`config.mk`:
```
export PLATFORM = sky130hd
export DESIGN_NAME = layer_norm_feeder
export DESIGN_NICKNAME = d
export VERILOG_FILES = /design/src/rtl/layer_norm_feeder.sv
export SDC_FILE = /design/constraint.sdc
export NUM_CORES = 1
export LEC_CHECK = 0
export ABC_AREA = 1
export ABC_CLOCK_PERIOD_IN_PS = 4500
export CAP_MARGIN = 30
export CELL_PAD_IN_SITES_DETAIL_PLACEMENT = 1
export CELL_PAD_IN_SITES_GLOBAL_PLACEMENT = 2
export CORE_AREA = 2 2 291 293
export DETAILED_ROUTE_END_ITERATION = 12
export DIE_AREA = 0 0 293 295
export GPL_TIMING_DRIVEN = 1
export PLACE_DENSITY = 0.61
export SYNTH_ARGS = -nofsm -noshare
export SYNTH_HDL_FRONTEND = slang
export SYNTH_SLANG_ARGS = --single-unit
```
`constraint.sdc`:
```
create_clock -name clk -period 4.5 [get_ports clk]
set_input_delay 1.125 -clock clk [delete_from_list [all_inputs] [get_ports clk]]
set_output_delay 1.125 -clock clk [all_outputs]
set_load 0.05 [all_outputs]
```
`src/rtl/layer_norm_feeder.sv`:
```
// Streams one row of int8 activations plus bf16 gamma/beta into the LayerNorm input ports.
// Optional read-back watchdog in WAIT is enabled by defining LN_FEED_TIMEOUT_EN.
module layer_norm_feeder #(
  parameter int BUS_NUM         = 8,
  parameter int DATA_NUM_WIDTH  = 10,
  parameter int SCALA_POS_WIDTH = 5,
  parameter int sig_width       = 7,
  parameter int exp_width       = 8,
  parameter int ADDR_WIDTH      = 8,
  parameter int TIMEOUT_WIDTH   = 12
) (
  input  logic                              clk,
  input  logic                              rst,
  input  logic                              start,
  input  logic [DATA_NUM_WIDTH-1:0]         start_data_num,
  input  logic [ADDR_WIDTH-1:0]             start_base_addr,
  input  logic signed [SCALA_POS_WIDTH-1:0] start_in_scale_pos,
  input  logic signed [SCALA_POS_WIDTH-1:0] start_out_scale_pos,
  output logic                              busy,
  output logic                              done,
  output logic                              err,
  output logic                              act_rd_en,
  output logic [ADDR_WIDTH-1:0]             act_rd_addr,
  input  logic [BUS_NUM*8-1:0]              act_rd_data,
  output logic                              par_rd_en,
  output logic [ADDR_WIDTH-1:0]             par_rd_addr,
  input  logic [2*BUS_NUM*(sig_width+exp_width+1)-1:0] par_rd_data,
  output logic [DATA_NUM_WIDTH-1:0]         in_data_num,
  output logic                              in_data_num_vld,
  output logic signed [SCALA_POS_WIDTH-1:0] in_scale_pos,
  output logic                              in_scale_pos_vld,
  output logic signed [SCALA_POS_WIDTH-1:0] out_scale_pos,
  output logic                              out_scale_pos_vld,
  output logic [BUS_NUM*8-1:0]              in_fixed_data,
  output logic [BUS_NUM-1:0]                in_fixed_data_vld,
  output logic [BUS_NUM*(sig_width+exp_width+1)-1:0] in_gamma,
  output logic [BUS_NUM-1:0]                in_gamma_vld,
  output logic [BUS_NUM*(sig_width+exp_width+1)-1:0] in_beta,
  output logic [BUS_NUM-1:0]                in_beta_vld,
  input  logic                              ln_last
);
  localparam int FW = sig_width + exp_width + 1;
  localparam int CW = DATA_NUM_WIDTH + 1;

  typedef enum logic [2:0] {IDLE, CFG, STREAM, DRAIN, WAIT} state_t;
  state_t state, state_nxt;

  logic [DATA_NUM_WIDTH-1:0]         num_q;
  logic [ADDR_WIDTH-1:0]             base_q;
  logic signed [SCALA_POS_WIDTH-1:0] in_pos_q, out_pos_q;
  logic [CW-1:0]                     last_k_q, k_q;
  logic [BUS_NUM-1:0]                last_mask_q, rd_mask;
  logic                              drain_q, rd_en, done_nxt, err_nxt, accept;
  logic [CW-1:0]                     n_ext, words_c, last_k_c, rem_c;
  logic [BUS_NUM-1:0]                vld_p0, vld_p1;
  logic [BUS_NUM*8-1:0]              act_p1;
  logic [2*BUS_NUM*FW-1:0]           par_p1;

  function automatic logic [BUS_NUM-1:0] lane_mask(input logic [CW-1:0] rem);
    for (int i = 0; i < BUS_NUM; i++) lane_mask[i] = (CW'(i) < rem);
  endfunction

  // Word count and partial-word lane count derived from the command
  always_comb begin
    n_ext    = CW'(start_data_num);
    words_c  = (n_ext + CW'(BUS_NUM - 1)) / CW'(BUS_NUM);
    last_k_c = words_c - CW'(1);
    rem_c    = n_ext - last_k_c * CW'(BUS_NUM);
  end

  assign accept  = (state == IDLE) && start;
  assign rd_mask = (k_q == last_k_q) ? last_mask_q : '1;

`ifdef LN_FEED_TIMEOUT_EN
  localparam logic [TIMEOUT_WIDTH-1:0] TMO_LAST = {{(TIMEOUT_WIDTH-1){1'b1}}, 1'b0};
  logic [TIMEOUT_WIDTH-1:0] tmo_q;
`endif

  always_ff @(posedge clk) begin
    if (rst) state <= IDLE;
    else     state <= state_nxt;
  end

  always_comb begin
    state_nxt = state;
    done_nxt  = 1'b0;
    err_nxt   = 1'b0;
    rd_en     = 1'b0;
    case (state)
      IDLE: begin
        if (start) begin
          if (start_data_num != '0) state_nxt = CFG;
          else                      done_nxt  = 1'b1;
        end
      end
      CFG: begin
        rd_en     = 1'b1;
        state_nxt = (last_k_q == '0) ? DRAIN : STREAM;
      end
      STREAM: begin
        rd_en = 1'b1;
        if (k_q == last_k_q) state_nxt = DRAIN;
      end
      DRAIN: begin
        if (drain_q) state_nxt = WAIT;
      end
      WAIT: begin
        if (ln_last) begin
          done_nxt  = 1'b1;
          state_nxt = IDLE;
        end
`ifdef LN_FEED_TIMEOUT_EN
        else if (tmo_q == TMO_LAST) begin
          err_nxt   = 1'b1;
          state_nxt = IDLE;
        end
`endif
      end
      default: state_nxt = IDLE;
    endcase
  end

  // Control registers and lane-valid pipeline: p0 aligns with read data, p1 with outputs
  always_ff @(posedge clk) begin
    if (rst) begin
      done    <= 1'b0;
      k_q     <= '0;
      drain_q <= 1'b0;
      vld_p0  <= '0;
      vld_p1  <= '0;
    end else begin
      done    <= done_nxt;
      k_q     <= rd_en ? k_q + CW'(1) : '0;
      drain_q <= (state == DRAIN) && !drain_q;
      vld_p0  <= rd_en ? rd_mask : '0;
      vld_p1  <= vld_p0;
    end
  end

`ifdef LN_FEED_TIMEOUT_EN
  always_ff @(posedge clk) begin
    if (rst) begin
      err   <= 1'b0;
      tmo_q <= '0;
    end else begin
      err   <= err_nxt;
      tmo_q <= (state == WAIT) ? tmo_q + 1'b1 : '0;
    end
  end
`else
  assign err = 1'b0;
`endif

  // Command latch and data capture; outputs are gated by vld_p1 so these need no reset
  always_ff @(posedge clk) begin
    if (accept) begin
      num_q       <= start_data_num;
      base_q      <= start_base_addr;
      in_pos_q    <= start_in_scale_pos;
      out_pos_q   <= start_out_scale_pos;
      last_k_q    <= last_k_c;
      last_mask_q <= lane_mask(rem_c);
    end
    act_p1 <= act_rd_data;
    par_p1 <= par_rd_data;
  end

  assign busy        = (state != IDLE);
  assign act_rd_en   = rd_en;
  assign par_rd_en   = rd_en;
  assign act_rd_addr = rd_en ? base_q + ADDR_WIDTH'(k_q) : '0;
  assign par_rd_addr = rd_en ? ADDR_WIDTH'(k_q) : '0;

  assign in_data_num       = (state == CFG) ? num_q : '0;
  assign in_scale_pos      = (state == CFG) ? in_pos_q : '0;
  assign out_scale_pos     = (state == CFG) ? out_pos_q : '0;
  assign in_data_num_vld   = (state == CFG);
  assign in_scale_pos_vld  = (state == CFG);
  assign out_scale_pos_vld = (state == CFG);

  assign in_fixed_data_vld = vld_p1;
  assign in_gamma_vld      = vld_p1;
  assign in_beta_vld       = vld_p1;

  for (genvar i = 0; i < BUS_NUM; i++) begin : g_lane
    assign in_fixed_data[i*8 +: 8] = vld_p1[i] ? act_p1[i*8 +: 8] : '0;
    assign in_gamma[i*FW +: FW]    = vld_p1[i] ? par_p1[i*FW +: FW] : '0;
    assign in_beta[i*FW +: FW]     = vld_p1[i] ? par_p1[BUS_NUM*FW + i*FW +: FW] : '0;
  end

endmodule

```
==> flow_summary.json <==
{
  "fin_tns_setup_ns": 0,
  "cpLargestDelayFamily": "buffers and inverters",
  "maxCapViolCount": 0,
  "finClkSkew_ns": 0.02134,
  "clkSinkCount": 397,
  "grt_first_pass_wirelength_um": 81720,
  "synth_warnings": 0,
  "path_max_fanout": 21,
  "post_cts_buffers": 0,
  "die_w_um": 293,
  "die_height_um": 295,
  "ys_types": 38,
  "setup.worst_path.class": "reg2out",
  "ff_latch_area_mm2": 0.008404,
  "critical_path_arrival_ns": 2.98,
  "cp_common_cell": "inv_1",
  "start_util_pct": 15.70,
  "first_global_vias": 12409,
  "tightestPinTransition_ns": 0.7804,
  "outcome": "completed",
  "antenna_found_initial": 15,
  "cts_buffer_depth": 3,
  "drive_gt1_share_pct": 6.541,
  "cts_root_buffer": "clkbuf_16",
  "max-slew-margin-rel_pct": 47.81,
  "initialDrtViolationCount": 315,
  "ys_seq_area_share_pct": 64.32,
  "synth.avg_cell_area_um2": 8.792,
  "rsz0062_at_grt": "false",
  "nNetsFinal": 2604,
  "power.switching_mw": 4.355,
  "clk_latency_ns": 0.60,
  "wl_um": 57970,
  "slew_violations": 0,
  "p_leak_nw": 11.61,
  "multiInputGateArea_mm2": 0.002796,
  "p_int_mw": 7.677,
  "hold_viol_final": 0,
  "grt_max_degree": 44,
  "setup_viol": 0,
  "switching_share_pct": 36.20,
  "fp.dieArea_mm2": 0.08644,
  "sequentialPowerShare_pct": 34.0,
  "worst_ir_drop_vdd_uv": 271.3,
  "synth-seq-cells": 397,
  "setup_slack_ns": 0.3993,
  "cp_slowest_cell": "inv_1",
  "period_needed_ns": 4.101,
  "slowest_delay_ns": 0.53,
  "hold_slack_ns": 0.3980,
  "fmax_mhz": 243.9,
  "cp.required_ns": 3.38,
  "gp_congestion": 0.8083,
  "routedWlPerCell_um": 17.24,
  "grt-ovfl-total": 0,
  "io_buffers": 738,
  "io_pins": 740,
  "drc": 0,
  "gr-usage-all-layers_pct": 12.82,
  "netlist_area_mm2": 0.01306,
  "place_hpwl_um": 46480,
  "area_growth_pct": 80.18,
  "drtPass1Iterations": 4,
  "syn-num-nets": 1852,
  "worstPathCellList": "nor3_1 -> buf_4 -> inv_1 -> nand2_1 -> inv_1 -> nor2_1 -> buf_12",
  "via_count": 11601,
  "fp-row-count": 106,
  "hold_class": "reg2reg",
  "core_area_mm2": 0.08316,
  "powerDensity_mw_per_mm2": 511.5,
  "ant_nets": 0,
  "cts_tree": "done",
  "postCtsResizedCells": 0,
  "crit_buf_inv": 4,
  "dp_slack_ns": 0.01278,
  "viasPerCell": 3.450,
  "h-tree-depth": 2,
  "clock_power_share_pct": 34.4,
  "combPwrFrac_pct": 31.6,
  "cts_made_buffers": 51,
  "ctsHoldBuffers": 0,
  "cp-start-kind": "flop",
  "clk_pin_slew_ns": 0.06,
  "post-route-period-util_pct": 91.13,
  "worstSetupEndpointType": "output pin",
  "n_fill_cell": 9575,
  "synthCells": 1485
}
cell type report:
cell class | instances | area share (%)
clock buffer | 69 | 5.967
tap | 1080 | 5.744
sequential | 397 | 35.72
timing repair buffer | 757 | 32.77
antenna | 5 | 0.05319
inverter | 418 | 6.669
clock inverter | 25 | 1.181
multi-input combinational | 612 | 11.89
cells by family (layout without fill, tap and decap cells):
family                     count (synthesis)  in the layout  share of synthesized area, %
AOI/OAI and AO/OA                         45             45                         1.907
other                                      1              6                       0.02872
adders and majority gates                 15             15                         1.553
DFF                                      397            397                         64.32
xor gates and xnor gates                  12             12                        0.8050
and+or+nand+nor                          539            539                         17.07
buffers and inverters                    476           1269                         14.32
through the flow:
| step | std cells | cell area [um^2] | total power [mW] | utilization, % |
|---|---|---|---|---|
| final | 3363 | 23530 | 12.03 | 28.29 |
| after global routing | 3363 | 23530 | 12.65 | 28.29 |
| after CTS | 3358 | 23510 | 12.32 | 28.27 |
| after detailed placement | 3264 | 21830 | 8.041 | 26.25 |
| after global placement | 3263 | 21810 | 8.000 | 26.23 |
| after floorplan | 1485 | 13060 | 6.393 | - |
synthesized netlist by cell type, drive strengths merged:
| master | instances | share of area (%) |
|---|---|---|
| fa | 2 | 0.31 |
| a21oi | 25 | 0.96 |
| conb | 1 | 0.029 |
| nor2 | 77 | 2.5 |
| a211oi | 2 | 0.15 |
| o21ai | 12 | 0.46 |
| clkbuf | 37 | 1.1 |
| a21o | 1 | 0.058 |
| edfxtp | 45 | 10 |
| a31oi | 1 | 0.048 |
| ha | 13 | 1.2 |
| nand3 | 35 | 1.5 |
| or2 | 2 | 0.096 |
| nor3b | 4 | 0.23 |
| nand2 | 405 | 12 |
| xnor2 | 6 | 0.40 |
| and2 | 1 | 0.048 |
| nand3b | 1 | 0.058 |
| o211ai | 1 | 0.058 |
| inv | 418 | 12 |
| dfxtp | 352 | 54 |
| o21bai | 2 | 0.11 |
| nor4 | 2 | 0.096 |
| nor3 | 7 | 0.27 |
| nand4 | 5 | 0.24 |
| buf | 21 | 1.2 |
| xor2 | 6 | 0.40 |
| o21a | 1 | 0.058 |
worst register-to-register path: cells and delay by family, from the launching register on:
kind	cells	cell delay [ns]
buffers and inverters	4	1.60
AND/OR/NAND/NOR	3	0.74
flip-flops	1	0.39
AO/OA/AOI/OAI	2	0.23
layer usage:
metal / vias to the layer above / part of all wire (%) / global-route usage, %
met4: 14 / 3.6 / 5.278
met2: 400 / 52 / 23.40
met3: 123 / 8.5 / 4.849
li1: 5739 / - / -
met5: - / 0.17 / 0
met1: 5325 / 36 / 13.10
sequential cells by signal, summed over array words and instances (netlist names):
signal,cells
par_p1,256
act_p1,64
k_q,11
num_q,10
last_k_q,9
base_q,8
in_beta_vld,8
last_mask_q,8
vld_p0,8
in_pos_q,5
out_pos_q,5
state,3
done,1
drain_q,1
power groups by stage:
stage	registers (mW)	clock network, mW	logic, mW
after floorplan	4.13	0	2.26
after global placement	4.20	0	3.80
after detailed placement	4.18	0	3.86
after CTS	4.11	4.34	3.88
after global routing	4.13	4.48	4.04
final	4.09	4.14	3.80
path summary, 6_finish.rpt:
kind | slack (ns) | startpoint | cells past startpoint | end
max reg2reg | 1.45 | state[2] | 9 | k_q[8]
min reg2reg | 0.40 | vld_p0[7] | 2 | in_beta_vld[7]
max | 0.40 | state[2] | 7 | par_rd_addr[6]
min | 0.40 | vld_p0[7] | 2 | in_beta_vld[7]
cells in the final DEF (no fill, tap or decap), drive strengths merged, types with 2 or more instances in the layout:
cell type,count
clkdlybuf4s50,720
inv,422
nand2,405
dfxtp,352
nor2,77
clkbuf,69
edfxtp,45
buf,37
nand3,35
a21oi,25
clkinv,15
ha,13
o21ai,12
nor3,7
xor2,6
xnor2,6
diode,5
nand4,5
bufinv,5
nor3b,4
o21bai,2
or2,2
nor4,2
fa,2
a211oi,2
(Power assumes the default switching activity.)
